--- src/rtl/input_tile_loader_if.sv ---
// input_tile_loader_if
// Bundles the byte stream, the SRAM write port and the array handshake of the
// input tile loader. The master modport is the loader itself; the slave
// modport is the surrounding system (stream source, memory, systolic array).
interface input_tile_loader_if #(
   parameter int ADDR_WIDTH = 8,
   parameter int SRAM_WIDTH = 32
);
   localparam int BYTES = SRAM_WIDTH / 8;

   logic                  s_valid;
   logic                  s_ready;
   logic [7:0]            s_data;
   logic                  s_last;
   logic                  input_wr_en;
   logic [ADDR_WIDTH-1:0] input_wr_addr;
   logic [SRAM_WIDTH-1:0] input_wr_data;
   logic [BYTES-1:0]      input_wr_mask;
   logic                  loader_bank_sel;
   logic                  array_bank_sel;
   logic                  tile_valid;
   logic [ADDR_WIDTH:0]   tile_words;
   logic                  array_done;

   modport master (
      input  s_valid, s_data, s_last, array_done,
      output s_ready, input_wr_en, input_wr_addr, input_wr_data, input_wr_mask,
             loader_bank_sel, array_bank_sel, tile_valid, tile_words
   );

   modport slave (
      output s_valid, s_data, s_last, array_done,
      input  s_ready, input_wr_en, input_wr_addr, input_wr_data, input_wr_mask,
             loader_bank_sel, array_bank_sel, tile_valid, tile_words
   );
endinterface

--- src/rtl/input_tile_loader.sv ---
// input_tile_loader
// Writer side of the ping-pong input buffer. Packs a byte stream little-endian
// into SRAM words, writes them into the bank selected by loader_bank_sel, marks
// banks FULL at tile end and offers them to the systolic array, which frees
// them again with array_done.
// Optional build macro: LOADER_ZERO_PAD_EN -- a partial last word is written
// with an all-ones mask and zero-filled unused bytes instead of a byte mask
// covering only the filled bytes.
module input_tile_loader #(
   parameter int ADDR_WIDTH = 8,
   parameter int SRAM_WIDTH = 32,
   parameter int TILE_WORDS = 64
) (
   input logic                  clk,
   input logic                  rst_n,
   input_tile_loader_if.master  bus
);
   localparam int BYTES = SRAM_WIDTH / 8;
   localparam int BCW   = (BYTES > 1) ? $clog2(BYTES) : 1;

   localparam logic [BCW-1:0]        LAST_BYTE = BCW'(BYTES - 1);
   localparam logic [ADDR_WIDTH-1:0] LAST_WORD = ADDR_WIDTH'(TILE_WORDS - 1);

   localparam logic [1:0] S_IDLE = 2'd0;
   localparam logic [1:0] S_FILL = 2'd1;
   localparam logic [1:0] S_WAIT = 2'd2;

   logic [1:0]            r_state;
   logic [BCW-1:0]        r_byteCnt;
   logic [ADDR_WIDTH-1:0] r_wordCnt;
   logic [SRAM_WIDTH-1:0] r_wordBuf;
   logic [ADDR_WIDTH-1:0] r_wrAddr;
   logic [SRAM_WIDTH-1:0] r_wrData;
   logic [BYTES-1:0]      r_wrMask;
   logic                  r_loaderSel;
   logic                  r_arraySel;
   logic [1:0]            r_full;
   logic [ADDR_WIDTH:0]   r_count [2];

   logic                  w_ready;
   logic                  w_accept;
   logic                  w_wordDone;
   logic                  w_tileEnd;
   logic                  w_tileValid;
   logic                  w_release;
   logic                  w_otherSel;
   logic                  w_otherFree;
   logic [SRAM_WIDTH-1:0] w_packed;
   logic [BYTES-1:0]      w_mask;

   assign w_ready     = (r_state == S_FILL);
   assign w_accept    = bus.s_valid & w_ready;
   assign w_wordDone  = w_accept & ((r_byteCnt == LAST_BYTE) | bus.s_last);
   assign w_tileEnd   = w_wordDone & ((r_wordCnt == LAST_WORD) | bus.s_last);
   assign w_tileValid = r_full[r_arraySel];
   assign w_release   = bus.array_done & w_tileValid;
   assign w_otherSel  = ~r_loaderSel;
   // The other bank counts as free if it is EMPTY now or the array is handing it back this cycle.
   assign w_otherFree = ~r_full[w_otherSel] | (w_release & (r_arraySel == w_otherSel));

   // Merge the incoming byte into the word under construction and derive the byte mask of the word.
   always_comb begin
      w_packed = r_wordBuf;
      w_mask   = '0;
      for (int k = 0; k < BYTES; k++) begin
         if (r_byteCnt == BCW'(k)) begin
            w_packed[8*k +: 8] = bus.s_data;
         end
      end
`ifdef LOADER_ZERO_PAD_EN
      w_mask = '1;
`else
      for (int k = 0; k < BYTES; k++) begin
         w_mask[k] = (BCW'(k) <= r_byteCnt);
      end
`endif
   end

   // Byte packing and the write-payload register; the word buffer is cleared after every issued word so unfilled bytes read as zero.
   always_ff @(posedge clk or negedge rst_n) begin
      if (!rst_n) begin
         r_byteCnt <= '0;
         r_wordCnt <= '0;
         r_wordBuf <= '0;
         r_wrAddr  <= '0;
         r_wrData  <= '0;
         r_wrMask  <= '0;
      end else begin
         if (w_accept) begin
            if (w_wordDone) begin
               r_byteCnt <= '0;
               r_wordBuf <= '0;
            end else begin
               r_byteCnt <= r_byteCnt + 1'b1;
               r_wordBuf <= w_packed;
            end
         end
         if (w_wordDone) begin
            r_wrAddr  <= r_wordCnt;
            r_wrData  <= w_packed;
            r_wrMask  <= w_mask;
            r_wordCnt <= w_tileEnd ? '0 : r_wordCnt + 1'b1;
         end
      end
   end

   // Loader FSM, bank FULL/EMPTY tracking and the array-side bank pointer.
   always_ff @(posedge clk or negedge rst_n) begin
      if (!rst_n) begin
         r_state     <= S_IDLE;
         r_loaderSel <= 1'b0;
         r_arraySel  <= 1'b1;
         r_full      <= 2'b00;
         r_count[0]  <= '0;
         r_count[1]  <= '0;
      end else begin
         case (r_state)
            S_IDLE: r_state <= S_FILL;
            S_FILL: begin
               if (w_tileEnd) begin
                  if (w_otherFree) begin
                     r_loaderSel <= w_otherSel;
                  end else begin
                     r_state <= S_WAIT;
                  end
               end
            end
            S_WAIT: begin
               if (w_otherFree) begin
                  r_state     <= S_FILL;
                  r_loaderSel <= w_otherSel;
               end
            end
            default: r_state <= S_IDLE;
         endcase

         if (w_release) begin
            r_full[r_arraySel]  <= 1'b0;
            r_count[r_arraySel] <= '0;
         end
         if (w_tileEnd) begin
            r_full[r_loaderSel]  <= 1'b1;
            r_count[r_loaderSel] <= {1'b0, r_wordCnt} + 1'b1;
         end

         if (w_release) begin
            r_arraySel <= ~r_arraySel;
         end else if (w_tileEnd & ~w_tileValid) begin
            r_arraySel <= r_loaderSel;
         end
      end
   end

   assign bus.s_ready         = w_ready;
   assign bus.input_wr_en     = w_wordDone;
   assign bus.input_wr_addr   = r_wrAddr;
   assign bus.input_wr_data   = r_wrData;
   assign bus.input_wr_mask   = r_wrMask;
   assign bus.loader_bank_sel = r_loaderSel;
   assign bus.array_bank_sel  = r_arraySel;
   assign bus.tile_valid      = w_tileValid;
   assign bus.tile_words      = w_tileValid ? r_count[r_arraySel] : '0;
endmodule

--- src/flat_wrapper.sv ---
// flat-port wrapper written by rule: the top's interface ports become plain ports
module input_tile_loader_flat 
#(
   parameter int ADDR_WIDTH = 8,
   parameter int SRAM_WIDTH = 32,
   parameter int TILE_WORDS = 64
)
  (clk, rst_n, bus_s_valid, bus_s_data, bus_s_last, bus_array_done, bus_s_ready, bus_input_wr_en, bus_input_wr_addr, bus_input_wr_data, bus_input_wr_mask, bus_loader_bank_sel, bus_array_bank_sel, bus_tile_valid, bus_tile_words);
  input_tile_loader_if #(.ADDR_WIDTH(ADDR_WIDTH), .SRAM_WIDTH(SRAM_WIDTH)) bus_i ();
  input logic clk;
  input logic rst_n;
  input wire logic [$bits(bus_i.s_valid)-1:0] bus_s_valid;
  input wire logic [$bits(bus_i.s_data)-1:0] bus_s_data;
  input wire logic [$bits(bus_i.s_last)-1:0] bus_s_last;
  input wire logic [$bits(bus_i.array_done)-1:0] bus_array_done;
  output wire logic [$bits(bus_i.s_ready)-1:0] bus_s_ready;
  output wire logic [$bits(bus_i.input_wr_en)-1:0] bus_input_wr_en;
  output wire logic [$bits(bus_i.input_wr_addr)-1:0] bus_input_wr_addr;
  output wire logic [$bits(bus_i.input_wr_data)-1:0] bus_input_wr_data;
  output wire logic [$bits(bus_i.input_wr_mask)-1:0] bus_input_wr_mask;
  output wire logic [$bits(bus_i.loader_bank_sel)-1:0] bus_loader_bank_sel;
  output wire logic [$bits(bus_i.array_bank_sel)-1:0] bus_array_bank_sel;
  output wire logic [$bits(bus_i.tile_valid)-1:0] bus_tile_valid;
  output wire logic [$bits(bus_i.tile_words)-1:0] bus_tile_words;
  assign bus_i.s_valid = bus_s_valid;
  assign bus_i.s_data = bus_s_data;
  assign bus_i.s_last = bus_s_last;
  assign bus_i.array_done = bus_array_done;
  assign bus_s_ready = bus_i.s_ready;
  assign bus_input_wr_en = bus_i.input_wr_en;
  assign bus_input_wr_addr = bus_i.input_wr_addr;
  assign bus_input_wr_data = bus_i.input_wr_data;
  assign bus_input_wr_mask = bus_i.input_wr_mask;
  assign bus_loader_bank_sel = bus_i.loader_bank_sel;
  assign bus_array_bank_sel = bus_i.array_bank_sel;
  assign bus_tile_valid = bus_i.tile_valid;
  assign bus_tile_words = bus_i.tile_words;
  input_tile_loader #(.ADDR_WIDTH(ADDR_WIDTH), .SRAM_WIDTH(SRAM_WIDTH), .TILE_WORDS(TILE_WORDS)) u_core (.clk(clk), .rst_n(rst_n), .bus(bus_i));
endmodule
--- config.mk ---
export PLATFORM = sky130hd
export DESIGN_NAME = input_tile_loader_flat
export DESIGN_NICKNAME = d
export VERILOG_FILES = /design/src/rtl/input_tile_loader_if.sv /design/src/rtl/input_tile_loader.sv /design/src/flat_wrapper.sv
export SDC_FILE = /design/constraint.sdc
export NUM_CORES = 1
export LEC_CHECK = 0
export ABC_AREA = 1
export BUFFER_PORTS_ARGS = -buffer_cell sky130_fd_sc_hd__buf_2
export CORE_MARGIN = 2
export CORE_UTILIZATION = 45
export CTS_CLUSTER_SIZE = 25
export DETAILED_ROUTE_END_ITERATION = 7
export PLACE_DENSITY = 0.65
export SYNTH_ARGS = -nofsm -noshare
export SYNTH_HDL_FRONTEND = slang
export SYNTH_SLANG_ARGS = --single-unit
--- constraint.sdc ---
create_clock -name clk -period 1.84 [get_ports clk]
set_input_delay 0.092 -clock clk [delete_from_list [all_inputs] [get_ports clk]]
set_output_delay 0.092 -clock clk [all_outputs]
set_load 0.1 [all_outputs]
Word level (Yosys, flattened, before mapping)
Cells that the tools add are included.
{"block": "totals", "regBits": 110, "out_inout_bits": 58, "elab_cells": 105, "in_bits": 13}
{"block": "op_classes", "n_reduce_logical": 10, "n_lt_le_gt_ge": 13, "muxes": 37, "n_eq_ne": 10, "add_sub_neg": 3, "n_bitwise": 20}
{"cell": "$mux W9", "n": 6}
{"cell": "$mux W8", "n": 5}
{"cell": "$mux W18", "n": 2}
{"cell": "$mux W32", "n": 1}
{"cell": "$and A18 B18 Y18", "n": 1}
{"cell": "$bwmux W18", "n": 1}
{"cell": "$demux W9 S1", "n": 2}
{"cell": "$not A18 Y18", "n": 1}
{"cell": "$mux W2", "n": 6}
{"cell": "$mux W1", "n": 10}
{"cell": "$add A8 B1 Y9 const B", "n": 1}
{"cell": "$add A8 B1 Y8 const B", "n": 1}
{"cell": "$eq A8 B6 Y1 const B", "n": 1}
{"cell": "$and A1 B1 Y1", "n": 6}
{"cell": "$eq A2 B2 Y1 const B", "n": 3}
{"cell": "$lt A1 B2 Y1 const B", "n": 3}
{"cell": "$pmux W2 S3", "n": 1}
{"cell": "$eq A2 B1 Y1 const B", "n": 2}
{"cell": "$ge A2 B2 Y1 const B", "n": 2}
{"cell": "$le A1 B2 Y1 const A", "n": 2}
{"cell": "$le A2 B2 Y1 const A", "n": 2}
{"cell": "$logic_and A1 B1 Y1", "n": 4}
{"cell": "$logic_not A2 Y1", "n": 2}
{"cell": "$lt A2 B1 Y1 const B", "n": 2}
{"cell": "16 further kinds", "n": 26}

Longest topological paths before layout
{"block": "logic_depth", "depth_word": 10, "ltp_mapped": 10, "mapped_depth_nobuf": 10}

Least setup slack after synthesis
Ideal clock, no wire load.
{"block": "synth_path", "path_type": "flip-flop to output port", "startpoint": "register u_core.r_arraySel (netlist: u_core.bus.array_bank_sel)", "endpoint": "output bus_tile_words[0]", "path_buffers": 2, "t_required_ps": 1748, "t_arrival_ps": 2273, "path_slack_ps": -525, "path_stages_with_launch": 8, "cell_sequence": "dfstp_2 -> inv_1 -> clkbuf_1 -> nand2_1 -> nand2_1 -> buf_2 -> nand2_1 -> inv_1"}
{"block": "synth_via", "word_cells_on_any_way": 7, "cone_classes": "6 x mux; 1 x bitwise"}
{"item": "start: declaration", "line": "input_tile_loader.sv:36", "source": "logic r_arraySel;"}
{"item": "start signal: assignment", "line": "input_tile_loader.sv:147", "source": "r_arraySel <= ~r_arraySel;"}
{"item": "start signal: assignment", "line": "input_tile_loader.sv:149", "source": "r_arraySel <= r_loaderSel;"}
{"item": "$mux W1 (implied by the code) (2 in a row)", "line": "input_tile_loader.sv:55", "source": "assign w_tileValid = r_full[r_arraySel];"}
{"item": "net bus_tile_valid", "line": "flat_wrapper.sv:23", "source": "output wire logic [$bits(bus_i.tile_valid)-1:0] bus_tile_valid;"}
{"item": "$mux W9", "line": "input_tile_loader.sv:162", "source": "assign bus.tile_words = w_tileValid ? r_count[r_arraySel] : '0;"}
{"item": "end: declaration", "line": "flat_wrapper.sv:24", "source": "output wire logic [$bits(bus_i.tile_words)-1:0] bus_tile_words;"}
The timed path passes the listed nets, and every way through them passes these cells. The select of a mux whose other input is x is not followed.

Final worst setup path
{"block": "layout_path", "startpoint": "register u_core.r_arraySel (netlist: u_core.bus.array_bank_sel)", "endpoint": "output bus_tile_words[8]"}
{"block": "layout_via", "elab_chain_cells": 5, "word_cells_on_any_way": 7, "cone_classes": "6 x mux; 1 x bitwise"}
{"item": "$not A1 Y2 (implied by the code)", "line": "input_tile_loader.sv:162"}
{"item": "$mux W9 (implied by the code) (3 in a row)", "line": "input_tile_loader.sv:162"}
{"item": "$mux W9 *", "line": "input_tile_loader.sv:162"}
Every way passes the cells marked *; elsewhere a longest branch is shown, timed or not. The select of a mux whose other input is x is not followed.

==> run summary <==
outcome = finished clean
crit start category = flip-flop
Die Width = 109 um
Num Clock Sinks = 110
hold crit path type = input pin to flip-flop
Synth Area in XOR/XNOR = 0.890%
Mapped Cells = 586
diode count = 0
CP Data Required Time = 1.75 ns
metal1 wirelength = 5030 um
worst skew pair latency = 0.37 ns
fill count = 971
buffers added on ports = 70
Tmin final = 1.77 ns
Final Max Slew Viols = 0
routed wl met3 = 467 um
RSZ-0062 raised after global routing = yes
mux share of post-synthesis cell area = 0%
Vias/cell = 4.95
post-route clock skew = 0.0108 ns
deepest clock path buffer count = 2
setup violators final = 0
Ports = 71
Total Wirelength = 10900 um
commonest non-fill, non-tap cell in the layout = nand2_1
Initial Util = 45.8%
Core Region = 10700 um2
Post-Syn Area = 4920 um2
Worst-path clk slew = 0.10 ns
MaxCap Viol Count = 0
fmax = 0.566 GHz
Synth Area in Simple Gates = 19.5%
final instance area = 6030 um2
gr usage total = 19.4%
Seq/Total Area, Yosys = 55.9%
largest net degree at the start of global routing = 66
largest family of logic cells by synthesized area = simple AND/OR/NAND/NOR gates
1st-iter DRT viols = 192
top cells by area, synth = dfrtp_1, nand2_1, o21ai_0
DP Area = 5680 um2
DRC = 0
Nets = 679
site row count = 38
normalized max-slew margin = 65.4%
element type at the critical path end = output pin
Ys Warns = 0
max layer used = met4
DRT Pass-1 Iters = 4
compound-cell area share of the yosys netlist = 13.1%
Vias = 3981
CTS tree = done
layout cells sized above 1 = 21.7%
crit path max fanout = 12
multi-input logic area = 1840 um2
Yosys top cell by area = dfrtp_1
most frequent cells in the layout = nand2_1, dfrtp_1, inv_1, o21ai_0, buf_2
dpl hpwl = 7610 um
first-pass GRT wire length = 17800 um
root buffer cell = clkbuf_8
grt ovf = 0
DR WL/cell = 13.6 um
CTS buffer count = 9
synthesized net count = 605
vias in the first global route = 3748
final setup margin = 0.0747 ns
Chip Height = 109 um
initial antenna violation count = 0
Least-Margin Pin Slew = 0.514 ns
data arrival time of the critical path = 1.67 ns
met2 WL = 5260 um
final hold violation count = 0
Avg Inst Size Synth = 8.40 um2
Layout area overhead = 22.5%
Final Wtd Congestion = 0.798
Seq cells post-synth = 110
Die Area = 11800 um2
critical path class = flip-flop to output pin
Distinct cells, synth = 26
sequential cell area = 2760 um2
H-Tree Depth = 3
pre-CTS WS = 0.0587 ns
share of the clock period used by the worst path = 95.9%
Routed Antenna Nets = 0
post-synthesis adder-cell area fraction = 1.53%
Yosys top cell area share = 55.4%
## cell usage after synthesis, drive strengths merged
cell type	n
a31oi	7
dfstp	1
xor2	5
o22ai	25
nand2	191
nor2	24
nor4	1
clkinv	1
or2	1
dfrtp	109
clkbuf	19
a21oi	1
nand3b	1
buf	8
nand3	15
inv	84
ha	6
o21ai	87
## logic make-up (layout without fill, tap and decap cells)
kind of cell,Yosys count,in the layout
simple gates,233,237
fa+ha+maj,6,6
flops,110,110
buf+inv,112,187
compound gates,120,120
xor+xnor,5,5
## sequential cells by signal (all words and copies together) (netlist names), 2 cells and up
register	flops
u_core.bus.input_wr_data	32
u_core.r_wordBuf	32
u_core.r_count	18
u_core.bus.input_wr_addr	8
u_core.r_wordCnt	8
u_core.bus.input_wr_mask	4
u_core.r_byteCnt	2
u_core.r_full	2
u_core.r_state	2
## final cells by class
cell class	instances	share of cell area (%)
Sequential cell	110	45.8
Multi-Input combinational cell	368	30.4
Timing Repair Buffer	86	11.4
Inverter	85	5.96
Tap cell	140	2.91
Clock buffer	12	2.41
Clock inverter	4	1.16
## through the flow
step                      cells  util [%]  setup TNS (ns)  hold slack, ns
after floorplan             586         -          -0.454          -0.204
after global placement      780      52.8               0         -0.0855
after detailed placement    780      52.8               0         -0.0852
after CTS                   797      55.0               0          0.0328
after global routing        805      56.1         -0.0687          0.0478
final                       805      56.1               0          0.0506
## routing by layer
metal,track usage (%),vias up
li1,-,1999
met1,26.7,1883
met2,30.5,87
met3,4.04,12
met4,7.14,0
met5,0,-
## worst max-delay path, cell delays in order, from the launching register on
cell and delay, ns:
dfstp_4 0.66, inv_2 0.05, nand2_2 0.10, nand2_8 0.12
nand2_2 0.11, clkinvlp_4 0.09, buf_12 0.17
## final timing paths
| check | from | endpoint | slack, ns | depth (start not counted) |
|---|---|---|---|---|
| worst max-delay path | u_core.bus.array_bank_sel$_DFFE_PN1P_ | bus_tile_words[8] | 0.07 | 6 |
| worst min-delay path | bus_s_data[6] | u_core.bus.input_wr_data[30]$_DFFE_PN0N_ | 0.05 | 3 |
| worst max register to register | u_core.r_byteCnt[0]$_DFFE_PN0P_ | u_core.r_wordBuf[1]$_DFFE_PN0P_ | 0.16 | 6 |
| worst min register to register | u_core.bus.input_wr_addr[1]$_DFFE_PN0N_ | u_core.bus.input_wr_addr[1]$_DFFE_PN0N_ | 0.47 | 2 |
| max in group asynchronous | rst_n | u_core.r_wordBuf[11]$_DFFE_PN0P_ | 1.06 | 3 |
| min in group asynchronous | rst_n | u_core.bus.input_wr_mask[0]$_DFFE_PN0N_ | 0.06 | 2 |
## repair_timing
action / CTS / global route
buffers inserted: 0 / 4
cloned: 0 / 4
setup endpoints to repair: 9 / 54
pin swaps: 0 / 10
gates resized for setup: 1 / 12
hold buffers: 1 / 0
hold endpoints to repair: 109 / 0
Power is not shown: default switching activity piles up to over one toggle a cycle in this logic, so the estimate is an artifact.
